**src/rtl/lmsm_sequencer_if.sv**
```systemverilog
// Bundle of the LM/SM sequencer's decode-stage and micro-op signals.
//   slave  : seen from the sequencer (ID inputs in, micro-op/stall outputs out)
//   master : seen from the surrounding pipeline / testbench
// Signals:
//   valid_id, opcode_id[3:0], imm8_id[7:0], base_id[15:0], stall_in, flush  (to sequencer)
//   stall_fetch, kill_id, busy, seq_valid, seq_is_load, seq_reg[2:0],
//   seq_addr[15:0], seq_last, uop_count[15:0]                               (from sequencer)
interface lmsm_sequencer_if;
  logic        valid_id;
  logic [3:0]  opcode_id;
  logic [7:0]  imm8_id;
  logic [15:0] base_id;
  logic        stall_in;
  logic        flush;
  logic        stall_fetch;
  logic        kill_id;
  logic        busy;
  logic        seq_valid;
  logic        seq_is_load;
  logic [2:0]  seq_reg;
  logic [15:0] seq_addr;
  logic        seq_last;
  logic [15:0] uop_count;

  modport slave (
    input  valid_id, opcode_id, imm8_id, base_id, stall_in, flush,
    output stall_fetch, kill_id, busy, seq_valid, seq_is_load, seq_reg, seq_addr,
           seq_last, uop_count
  );

  modport master (
    output valid_id, opcode_id, imm8_id, base_id, stall_in, flush,
    input  stall_fetch, kill_id, busy, seq_valid, seq_is_load, seq_reg, seq_addr,
           seq_last, uop_count
  );
endinterface

```
**src/rtl/lmsm_sequencer.sv**
```systemverilog
// LM/SM micro-op sequencer for the decode stage of the pipelined IITB-RISC core.
// Captures an LM/SM instruction in ID, kills it, and expands its 8-bit register
// mask into one LW/SW-type micro-op per unstalled cycle (R0 first, ascending
// word addresses from the base). Holds PC and IF/ID while the sequence runs.
// Ports:
//   clk   : pipeline clock
//   rst_n : synchronous active-low reset
//   bus   : lmsm_sequencer_if.slave (ID inputs, stall/flush, micro-op outputs)
// Optional feature: define LMSM_PERF_CNT_EN to build the issued-micro-op counter
// (uop_count); otherwise uop_count is tied to zero.
module lmsm_sequencer #(
  parameter logic [3:0] OPC_LM = 4'b0110,
  parameter logic [3:0] OPC_SM = 4'b0111
) (
  input logic               clk,
  input logic               rst_n,
  lmsm_sequencer_if.slave   bus
);

  localparam logic [0:0] StIdle = 1'b0;
  localparam logic [0:0] StRun  = 1'b1;

  logic [0:0]  state_q, state_d;
  logic [7:0]  mask_q, mask_d;
  logic [15:0] addr_q, addr_d;
  logic        is_load_q, is_load_d;

  logic        is_lmsm;
  logic        accept;
  logic        issue;
  logic        in_run;
  logic [2:0]  lsb_idx;
  logic [7:0]  mask_rest;
  logic        last_bit;

  assign in_run  = (state_q == StRun);
  assign is_lmsm = (bus.opcode_id == OPC_LM) || (bus.opcode_id == OPC_SM);
  assign accept  = (state_q == StIdle) && bus.valid_id && is_lmsm && !bus.stall_in &&
                   !bus.flush;
  assign issue   = in_run && !bus.stall_in && !bus.flush;

  // Lowest set bit of the remaining mask; scanning downward leaves the lowest.
  always_comb begin
    lsb_idx = 3'd0;
    for (int i = 7; i >= 0; i--) begin
      if (mask_q[i]) lsb_idx = 3'(i);
    end
  end

  // Clearing the lowest set bit: x & (x - 1).
  assign mask_rest = mask_q & (mask_q - 8'd1);
  assign last_bit  = (mask_rest == 8'd0);

  always_comb begin
    bus.seq_valid   = issue;
    bus.seq_is_load = issue ? is_load_q : 1'b0;
    bus.seq_reg     = issue ? lsb_idx : 3'd0;
    bus.seq_addr    = issue ? addr_q : 16'd0;
    bus.seq_last    = issue && last_bit;
    bus.kill_id     = accept;
    bus.busy        = in_run;
    // A stalled RUN cycle is already covered by the "not issuing last" term.
    bus.stall_fetch = !bus.flush &&
                      ((accept && (bus.imm8_id != 8'd0)) || (in_run && !(issue && last_bit)));
  end

  always_comb begin
    state_d   = state_q;
    mask_d    = mask_q;
    addr_d    = addr_q;
    is_load_d = is_load_q;
    if (bus.flush) begin
      state_d = StIdle;
      mask_d  = 8'd0;
    end else if (accept) begin
      mask_d    = bus.imm8_id;
      addr_d    = bus.base_id;
      is_load_d = (bus.opcode_id == OPC_LM);
      state_d   = (bus.imm8_id != 8'd0) ? StRun : StIdle;
    end else if (issue) begin
      mask_d  = mask_rest;
      addr_d  = addr_q + 16'd1;
      state_d = last_bit ? StIdle : StRun;
    end
  end

  always_ff @(posedge clk) begin
    if (!rst_n) begin
      state_q   <= StIdle;
      mask_q    <= 8'd0;
      addr_q    <= 16'd0;
      is_load_q <= 1'b0;
    end else begin
      state_q   <= state_d;
      mask_q    <= mask_d;
      addr_q    <= addr_d;
      is_load_q <= is_load_d;
    end
  end

`ifdef LMSM_PERF_CNT_EN
  logic [15:0] uop_count_q;

  always_ff @(posedge clk) begin
    if (!rst_n) begin
      uop_count_q <= 16'd0;
    end else if (issue) begin
      uop_count_q <= uop_count_q + 16'd1;
    end
  end

  assign bus.uop_count = uop_count_q;
`else
  assign bus.uop_count = 16'h0000;
`endif

endmodule

```
**src/flat_wrapper.sv**
```systemverilog
// flat-port wrapper written by rule: the top's interface ports become plain ports
module lmsm_sequencer_flat 
#(
  parameter logic [3:0] OPC_LM = 4'b0110,
  parameter logic [3:0] OPC_SM = 4'b0111
)
  (clk, rst_n, bus_valid_id, bus_opcode_id, bus_imm8_id, bus_base_id, bus_stall_in, bus_flush, bus_stall_fetch, bus_kill_id, bus_busy, bus_seq_valid, bus_seq_is_load, bus_seq_reg, bus_seq_addr, bus_seq_last, bus_uop_count);
  lmsm_sequencer_if bus_i ();
  input logic clk;
  input logic rst_n;
  input wire logic [$bits(bus_i.valid_id)-1:0] bus_valid_id;
  input wire logic [$bits(bus_i.opcode_id)-1:0] bus_opcode_id;
  input wire logic [$bits(bus_i.imm8_id)-1:0] bus_imm8_id;
  input wire logic [$bits(bus_i.base_id)-1:0] bus_base_id;
  input wire logic [$bits(bus_i.stall_in)-1:0] bus_stall_in;
  input wire logic [$bits(bus_i.flush)-1:0] bus_flush;
  output wire logic [$bits(bus_i.stall_fetch)-1:0] bus_stall_fetch;
  output wire logic [$bits(bus_i.kill_id)-1:0] bus_kill_id;
  output wire logic [$bits(bus_i.busy)-1:0] bus_busy;
  output wire logic [$bits(bus_i.seq_valid)-1:0] bus_seq_valid;
  output wire logic [$bits(bus_i.seq_is_load)-1:0] bus_seq_is_load;
  output wire logic [$bits(bus_i.seq_reg)-1:0] bus_seq_reg;
  output wire logic [$bits(bus_i.seq_addr)-1:0] bus_seq_addr;
  output wire logic [$bits(bus_i.seq_last)-1:0] bus_seq_last;
  output wire logic [$bits(bus_i.uop_count)-1:0] bus_uop_count;
  assign bus_i.valid_id = bus_valid_id;
  assign bus_i.opcode_id = bus_opcode_id;
  assign bus_i.imm8_id = bus_imm8_id;
  assign bus_i.base_id = bus_base_id;
  assign bus_i.stall_in = bus_stall_in;
  assign bus_i.flush = bus_flush;
  assign bus_stall_fetch = bus_i.stall_fetch;
  assign bus_kill_id = bus_i.kill_id;
  assign bus_busy = bus_i.busy;
  assign bus_seq_valid = bus_i.seq_valid;
  assign bus_seq_is_load = bus_i.seq_is_load;
  assign bus_seq_reg = bus_i.seq_reg;
  assign bus_seq_addr = bus_i.seq_addr;
  assign bus_seq_last = bus_i.seq_last;
  assign bus_uop_count = bus_i.uop_count;
  lmsm_sequencer #(.OPC_LM(OPC_LM), .OPC_SM(OPC_SM)) u_core (.clk(clk), .rst_n(rst_n), .bus(bus_i));
endmodule
```
**config.mk**
```make
export PLATFORM = sky130hd
export DESIGN_NAME = lmsm_sequencer_flat
export DESIGN_NICKNAME = d
export VERILOG_FILES = /design/src/rtl/lmsm_sequencer_if.sv /design/src/rtl/lmsm_sequencer.sv /design/src/flat_wrapper.sv
export SDC_FILE = /design/constraint.sdc
export NUM_CORES = 1
export LEC_CHECK = 0
export CORE_MARGIN = 1
export CORE_UTILIZATION = 41
export DETAILED_ROUTE_END_ITERATION = 6
export PLACE_DENSITY = 0.77
export SETUP_SLACK_MARGIN = 0.4
export SLEW_MARGIN = 20
export SYNTH_ARGS = -nofsm -noshare
export SYNTH_HDL_FRONTEND = slang
export SYNTH_SLANG_ARGS = --single-unit
```
**constraint.sdc**
```tcl
create_clock -name clk -period 3.3 [get_ports clk]
set_input_delay 0.495 -clock clk [delete_from_list [all_inputs] [get_ports clk]]
set_output_delay 0.495 -clock clk [all_outputs]
set_load 0.005 [all_outputs]
```
Word level (Yosys, flattened, before mapping)

Index checks and enable logic that the tools add are counted.
W data, S select, Z words.

Flip-flop bits (word level): 26

Eq/ne operators: 2
Add/subtract/negate cells: 2
Bitwise gates (word level): 4
Muxes and demuxes: 19
Reductions and logical operators: 21

Operators by type and width:

| kind                    | count |
|---|---|
| $mux W16                | 3 |
| $mux W3                 | 9 |
| $add A16 B1 Y16 const B | 1 |
| $mux W8                 | 2 |
| $logic_and A1 B1 Y1     | 10 |
| $and A8 B8 Y8           | 1 |
| $eq A4 B3 Y1 const B    | 2 |
| $logic_not A8 Y1        | 1 |
| $reduce_bool A8 Y1      | 1 |
| $sub A8 B1 Y8 const B   | 1 |
| $mux W1                 | 5 |
| $reduce_and A2 Y1       | 2 |
| $logic_not A1 Y1        | 3 |
| $not A1 Y1              | 3 |
| $logic_or A1 B1 Y1      | 2 |
| $reduce_bool A2 Y1      | 1 |
| $reduce_or A2 Y1        | 1 |

Longest topological paths before layout

Gate-level depths: netlist (run 1).

Word-level depth: 9
Depth in mapped cells: 6
Gate-level depth less buffers: 5

Least setup slack after synthesis (run 1)

No wires, ideal clock.

Path kind: input to output
Start: input port bus_stall_in
End: output port bus_stall_fetch
Setup slack: 1.244 ns
Arrival time: 1.561 ns
Stages on the path: 4
Buffers on the path: 1
Cells stage by stage: or3b_1 > clkbuf_1 > a211oi_2 > o21ai_0

Word-level cells in the longest chain between the ends: 8
Elaborated cells on any way between the ends: 11
Classes of those cells: reduce/logical: 11

RTL lines:

| item                              | RTL line             | RTL |
|---|---|---|
| start, declared                   | flat_wrapper.sv:15   | `input wire logic [$bits(bus_i.stall_in)-1:0] bus_stall_in;` |
| $logic_not A1 Y1                  | lmsm_sequencer.sv:40 | `assign issue = in_run && !bus.stall_in && !bus.flush;` |
| $logic_and A1 B1 Y1 (2 in series) | lmsm_sequencer.sv:40 |  |
| $logic_and A1 B1 Y1               | -                    |  |
| named net bus_seq_last            | flat_wrapper.sv:24   | `output wire logic [$bits(bus_i.seq_last)-1:0] bus_seq_last;` |
| $logic_not A1 Y1                  | lmsm_sequencer.sv:64 | `((accept && (bus.imm8_id != 8'd0)) \|\| (in_run && !(issue && last_bit)));` |
| $logic_and A1 B1 Y1               | lmsm_sequencer.sv:64 |  |
| $logic_or A1 B1 Y1                | lmsm_sequencer.sv:64 |  |
| $logic_and A1 B1 Y1               | lmsm_sequencer.sv:63 | `bus.stall_fetch = !bus.flush &&` |
| end, declared                     | flat_wrapper.sv:17   | `output wire logic [$bits(bus_i.stall_fetch)-1:0] bus_stall_fetch;` |

The timed path passes the listed nets, and every way through them passes these cells.

Final worst setup path (run 1)

Start: input port bus_flush
End: output port bus_stall_fetch

Word-level cells in the longest chain between the ends: 7
Elaborated cells on any way between the ends: 9
Classes of those cells: reduce/logical: 9

RTL lines:

| item                  | RTL line                                                         | RTL |
|---|---|---|
| start, declared       | flat_wrapper.sv:16                                               | `input wire logic [$bits(bus_i.flush)-1:0] bus_flush;` |
| $logic_not A1 Y1 *    | lmsm_sequencer.sv:39, lmsm_sequencer.sv:40, lmsm_sequencer.sv:63 |  |
| $logic_and A1 B1 Y1   | lmsm_sequencer.sv:40                                             |  |
| $logic_and A1 B1 Y1   | lmsm_sequencer.sv:64                                             |  |
| $logic_not A1 Y1      | lmsm_sequencer.sv:64                                             |  |
| $logic_and A1 B1 Y1   | lmsm_sequencer.sv:64                                             |  |
| $logic_or A1 B1 Y1    | lmsm_sequencer.sv:64                                             |  |
| $logic_and A1 B1 Y1 * | lmsm_sequencer.sv:63                                             |  |

Every way passes the cells marked *; elsewhere a longest branch is shown, timed or not.

==> impl_results.md, run 1 <==
- Status: completed
- Drt initial violations: about 180
- Area delta synth->final: 37.59%
- Maxcap violations: 0
- Final min period: about 2.8 ns
- Final TNS setup: 0 ns
- Port bufs: between 50 and 60
- Core Rows: 23
- Clk sinks: 26
- Yosys warns: 0
- Peak VDD IR: ~0.17 mV
- R2R depth: 6
- Synth area leader: dfxtp_1
- Root Driver: clkbuf_8
- Sequential Area: ~520 sq um
- Most used DFF post-synth: dfxtp_1
- Yosys top cell area share: slightly below 30%
- Layout Cells excl Fill: 342
- Worst Hold Depth: 2
- Worst-Margin Slew: 0.9011 ns
- Reg2reg end: u_core.addr_q[2]
- Clk buf depth: 2
- Worst min path class: flip-flop to flip-flop
- Max-slew violations: 0
- DRT Pass-1 Iters: 4
- Die span in x: ~68 microns
- Layout cell share with drive strength beyond 1: 6.849%
- Asr flop ratio synth: 0%
- Worst Hold End: u_core.is_load_q
- Nets: around 330
- Final Skew: ~0.0045 ns
- WL final: a little under 5 mm
- Reg2reg start: u_core.bus.busy
- Design Area, Final: about 2400 sq um
- Routed vias: approximately 1.9k
- Htree depth: 1
- Die height: between 60 and 70 microns
- Clk Latency, worst-skew pair: 0.27 ns
- GRT Util Overall: between 20 and 25%
- Kind of critical path: input port to output pin
- Placed instance area: 2327 sq um
- Worst setup margin: ~0.45 ns
- #FFs+latches synth: 26
- Vias per cell: about 5.6
- Mean Syn Cell Area: around 7.4 sq um
- DRC: 0
- CP max FO: 5
- Worst R2R Setup Slack: between 1 and 1.5 ns
- Slew margin rel.: around two fifths
- Vias in the first global route: ~1.7k
- Die area: 4569 sq um
- Unrepaired setup endpoints after global routing: yes
- Top cells by area, synth: dfxtp_1 (30%), buf_4 (7.2%), a21oi_1 (6.5%), nand2_1 (5.1%), and2_1 (5.0%)
- Crit path capture type: output pin
- Cells after synthesis: 239
- Final Wtd Congestion: approximately 0.95
- Multi-input logic area: about 1100 sq um
- Worst slack, placed: between 0.3 and 0.4 ns
- Netlist Area Pre-Place: 1764 sq um
- Placed insts: 336
- Routed Antenna Nets: 0
- CORE AREA: a little over 4000 sq um
- Commonest cells after routing, fill and taps aside: clkdlybuf4s50_1 (57), dfxtp_1 (26), nand2_1 (24)
- Sequential share of the synthesized area: about 30%
- Clk slew on worst S/H paths: roughly 0.090 ns
- Initial Util: 43.48%
- Final setup vio count: 0
- TritonCTS Buffers: 3
- Period utilization: a little under nine tenths
- Max Clk Rate: 351.0 MHz
- Largest net degree at the start of global routing: 24
- Routed WL per cell: roughly 14 microns
- CTS tree: done
- Post-synth EDFFs: 0
- Hpwl dp: 3.441 mm
- Static Leak: between 0.8 and 0.9 nW
- Commonest non-fill, non-tap cell in the layout: clkdlybuf4s50_1
- CP Data Arrival Time: about 2.4 ns
- Total Power: roughly 650 uW
- Antenna diodes: 0
- HP Start: u_core.is_load_q
- Post-synth cell types: between 50 and 60
- Setup crit start kind: input port
- First-pass GRT wire length: approximately 7.9 mm
- Final-report hold violation count: 0
- Initial antenna violation count: 0
- WP data required: 2.80 ns
- Filler Cell Count: 375
- PwrDens: 268.8 nW/um^2
- GR Overflow Total: 0
- # IOs: between 70 and 80
==> metal layers <==
layer / global-route usage [%] / part of all wire (%)
met1: 32.53 / 46
met5: 0 / 0
met4: 6.383 / 0.87
met2: 34.28 / 47
met3: 3.716 / 6.1
==> power breakdown <==
group / total, mW / leakage (nW) / switching (mW) / internal, mW
Sequential: 0.318 / 0.210 / 0.00268 / 0.316
Combinational: 0.0685 / 0.601 / 0.0268 / 0.0417
Clock: 0.266 / 0.0357 / 0.103 / 0.162
==> synth_stat cells, drive strengths merged, types with 2 or more instances <==
| library cell | instances |
|---|---|
| dfxtp | 26 |
| nand2 | 24 |
| a21oi | 23 |
| buf | 20 |
| nor2 | 19 |
| and2 | 14 |
| o21ai | 12 |
| clkbuf | 11 |
| nand3 | 11 |
| inv | 10 |
| a31oi | 7 |
| nand4 | 7 |
| o211ai | 5 |
| and3 | 4 |
| a211oi | 3 |
| a32oi | 3 |
| nor4 | 3 |
| or3 | 3 |
| a2bb2oi | 2 |
| nand2b | 2 |
| o22ai | 2 |
| o31a | 2 |
| or2 | 2 |
| or4 | 2 |
==> worst max-delay path by stage <==
stage,start,end,slack (ns),cells after the start
3_3_place_gp,bus_stall_in,bus_seq_addr[7],0.38,6
2_1_floorplan,bus_stall_in,bus_stall_fetch,1.24,4
5_1_grt,bus_flush,bus_stall_fetch,0.36,8
6_report,bus_flush,bus_stall_fetch,0.45,8
3_5_place_dp,bus_stall_in,bus_seq_addr[15],0.33,6
4_1_cts,bus_stall_in,bus_seq_addr[15],0.42,6
==> critical path: stages <==
cell             delay (ns)
clkdlybuf4s50_1        0.44
buf_4                  0.17
nor4b_4                0.32
nand2_1                0.12
inv_1                  0.12
nand2_1                0.08
o21ai_0                0.08
clkdlybuf4s50_1        0.54
==> cells by family after synthesis <==
kind of cell               synth area share (%)
and+or+nand+nor                           30.50
DFF                                       29.50
AOI/OAI and AO/OA                         25.46
adders and majority gates                 1.277
xor gates and xnor gates                 0.4965
buffers and inverters                     12.55
other                                    0.2126
==> what timing repair did <==
item                       in CTS  in global routing
setup endpoints to repair      13                 15
pin swaps                       0                  1
buffers inserted                0                  2
gates resized for setup         1                  2
hold buffers                    0                  0
==> sequential cells by signal (all words and copies together), names as in the netlist <==
signal / flops
u_core.is_load_q: 1
u_core.mask_q: 8
u_core.addr_q: 16
u_core.bus.busy: 1
==> final cells by class <==
type                    instances  area share, %
clock inverters                 1          1.237
inverters                      10          1.649
repair buffers                 65          26.49
flip-flops and latches         26          21.44
well taps                      50          2.577
multi-input cells             187          44.90
clock buffers                   3          1.701
==> per-stage QoR <==
stage               hold slack, ns  util [%]
CTS                         0.5058     59.17
global route                0.5348     59.82
floorplan                   0.4657         -
finish                      0.5010     59.82
global placement            0.4840     57.35
detailed placement          0.4915     57.35
No activity file was read; power rests on OpenSTA's default activity.
==> inputs of run 2 (changes only) <==
- ABC_AREA: unset -> 1
- PLACE_DENSITY: 0.77 -> 0.76
==> impl_results.md, run 2 <==
- # IOs: 74 (unchanged)
- Routed vias: 2058 (+7.9%)
- Commonest cells after routing, fill and taps aside: nand2_1 (64), clkdlybuf4s50_1 (57), nor2_1 (53)
- Post-synth cell types: 33 (-37%)
- Maxcap violations: 0 (unchanged)
- Routed Antenna Nets: 0 (unchanged)
- Worst setup path start: bus_flush
- Reg2reg end: u_core.addr_q[6]
- Layout cell share with drive strength beyond 1: 4.932% (-1.9 points)
- Final-report hold violation count: 0 (unchanged)
- Commonest non-fill, non-tap cell in the layout: nand2_1
- Cell with the most instances after synthesis: nand2_1
- Total Power: 563.0 uW (-14%)
- Final Skew: 0.003549 ns (-0.0009381 ns)
- Top cells by area, synth: dfxtp_1 (28%), nand2_1 (13%), nor2_1 (11%), inv_1 (8.8%), buf_4 (6.8%)
- Asr flop ratio synth: 0% (unchanged)
- Clk Latency, worst-skew pair: 0.27 ns (about the same)
- Nets: 401 (+23%)
- Max Clk Rate: 361.6 MHz (+3.0%)
- Port bufs: 57 (unchanged)
- Htree depth: 1 (unchanged)
- Antenna diodes: 0 (unchanged)
- Period utilization: 83.81% (-2.5 points)
- Post-synth EDFFs: 0 (unchanged)
- Area delta synth->final: 31.42%
- Root Driver: clkbuf_8
- Die area: 4858 sq um (+6.3%)
- Yosys top cell area share: 27.70% (-1.8 points)
- CTS tree: done
- Status: completed
- Worst min path class: flip-flop to flip-flop
- Die span in x: 69.70 microns (+3.1%)
- Filler Cell Count: 452 (+21%)
- Die height: 69.70 microns (+3.1%)
- CP Data Arrival Time: 2.27 ns (-0.08 ns)
- GR Overflow Total: 0 (unchanged)
- Peak VDD IR: 0.1456 mV (-13%)
- CP max FO: 7 (+2)
- Vias per cell: 4.935 (-12%)
- DRT Pass-1 Iters: 4 (unchanged)
- Cells after synthesis: 312 (+31%)
- Yosys warns: 0 (unchanged)
- WP data required: 2.80 ns (about the same)
- Kind of critical path: input port to output pin
- Vias in the first global route: 1824 (+9.4%)
- Initial antenna violation count: 0 (unchanged)
- Clk slew on worst S/H paths: 0.09 ns (about the same)
- Setup crit start kind: input port
- Top cells by count, synth: nand2_1 (64), nor2_1 (53), inv_1 (44)
- Reg2reg start: u_core.bus.busy
- CTS Hold Bufs: 0 (unchanged)
- Worst R2R Setup Slack: 1.48 ns (+0.31 ns)
- TritonCTS Buffers: 3 (unchanged)
- Routed WL per cell: 11.37 microns (-19%)
- Sequential share of the synthesized area: 27.70% (-1.8 points)
- Largest Register: u_core.addr_q
- Synth area leader: dfxtp_1
- Clk sinks: 26 (unchanged)
- R2R depth: 8 (+2)
- Most used DFF post-synth: dfxtp_1
- Initial Util: 42.87% (-0.61 points)
- Max-slew violations: 0 (unchanged)
- Crit path capture type: output pin
- CORE AREA: 4384 sq um (+8.0%)
- Final Util: 56.34% (-3.5 points)
- Static Leak: 0.9898 nW (+17%)
- Crit path to: bus_stall_fetch
- #FFs+latches synth: 26 (unchanged)
- Netlist Area Pre-Place: 1879 sq um (+6.5%)
- Final Wtd Congestion: 0.9540 (+0.51%)
- Core Rows: 24 (+4.3%)
- Sequential Area: 520.5 sq um (unchanged)
- Final min period: 2.766 ns (-0.08288 ns)
- First-pass GRT wire length: 8.038 mm (+1.5%)
- Unrepaired setup endpoints after global routing: no
- Largest net degree at the start of global routing: 28 (+17%)
- WL final: 4.740 mm (-1.7%)
- Drt initial violations: 90 (-49%)
- Clk buf depth: 2 (unchanged)
- DRC: 0 (unchanged)
- Final setup vio count: 0 (unchanged)
- Mean Syn Cell Area: 6.023 sq um (-18%)
- Max reg flops: 16 (unchanged)
- Final TNS setup: 0 ns (unchanged)
- Leading registers by flop count: u_core.addr_q: 16 flops, u_core.mask_q: 8 flops
- Hpwl dp: 3.540 mm (+2.9%)
- PwrDens: 228.0 nW/um^2 (-15%)
- GRT Util Overall: 19.90% (-2.8 points)
- Multi-input logic area: 1074 sq um (-1.5%)
==> run 2: changes by cell type in the layout (fill, tap and decap cells not counted), sizes merged, moves of 6 or more <==
| cell | before | now |
|---|---|---|
| inv | 10 | 45 |
| a31oi | 7 | 1 |
| and2 | 14 | 0 |
| nand2 | 24 | 66 |
| nand3 | 11 | 23 |
| nor2 | 19 | 55 |
| o21ai | 12 | 22 |
==> run 2: layout make-up <==
cell class,count,area share [%]
repair buffers,61,24.32
well taps,52,2.634
flip-flops and latches,26,21.07
clock buffers,3,1.672
multi-input cells,230,43.47
inverters,45,6.839
==> run 2: what timing repair did <==
item / 4_1_cts / 5_1_grt
setup endpoints to repair: 0 / 1
gates resized for setup: 0 / 1
buffers inserted: 0 / 0
==> run 2: worst min-delay path by stage <==
stage	start	to	slack, ns	depth (start not counted)
2_1_floorplan	u_core.mask_q[0]	u_core.mask_q[0]	0.48	2
3_3_place_gp	u_core.mask_q[0]	u_core.mask_q[0]	0.50	2
3_5_place_dp	u_core.mask_q[0]	u_core.mask_q[0]	0.51	2
4_1_cts	u_core.mask_q[0]	u_core.mask_q[0]	0.52	2
5_1_grt	u_core.mask_q[0]	u_core.mask_q[0]	0.54	2
6_report	u_core.mask_q[0]	u_core.mask_q[0]	0.52	2
==> run 2: critical path, stage by stage <==
cell	delay, ns
clkdlybuf4s50_1	0.54
nor2_1	0.08
nand2_2	0.13
inv_1	0.07
nand3_1	0.07
nor2_1	0.04
nand2_1	0.07
nand2_1	0.08
a21oi_2	0.16
clkdlybuf4s50_1	0.52
==> run 2: cells by family (layout without fill, tap and decap cells) <==
family                   Yosys count  in the layout  synth area share (%)
XOR/XNOR                           3              3                 1.398
adder cells (fa/ha/maj)            1              1                0.6657
buffers and inverters             71            109                 18.37
flip-flops                        26             26                 27.70
other                              1             16                0.1995
AO/OA/AOI/OAI                     55             55                 16.05
AND/OR/NAND/NOR                  155            155                 35.62
==> run 2: metrics by stage <==
stage | worst slack [ns] | cells | instance area (sq um) | hold slack, ns
floorplan | 1.494 | 327 | 1936 | 0.4762
global placement | 0.5759 | 414 | 2425 | 0.5022
detailed placement | 0.5634 | 414 | 2425 | 0.5070
CTS | 0.5443 | 417 | 2466 | 0.5191
global route | 0.4012 | 417 | 2470 | 0.5437
finish | 0.5342 | 417 | 2470 | 0.5218
==> run 2: per-layer routing <==
layer / global-route usage, % / vias up / wire, microns
li1: - / 1067 / -
met1: 26.68 / 905 / 2092
met2: 34.74 / 82 / 2320
met3: 2.035 / 4 / 300
met4: 3.778 / 0 / 26
met5: 0 / - / 0
==> run 2: report_power, final <==
part	switching (mW)	total (mW)	internal [mW]
clock network	0.0975	0.179	0.0818
logic	0.0267	0.0662	0.0395
registers	0.00200	0.318	0.316
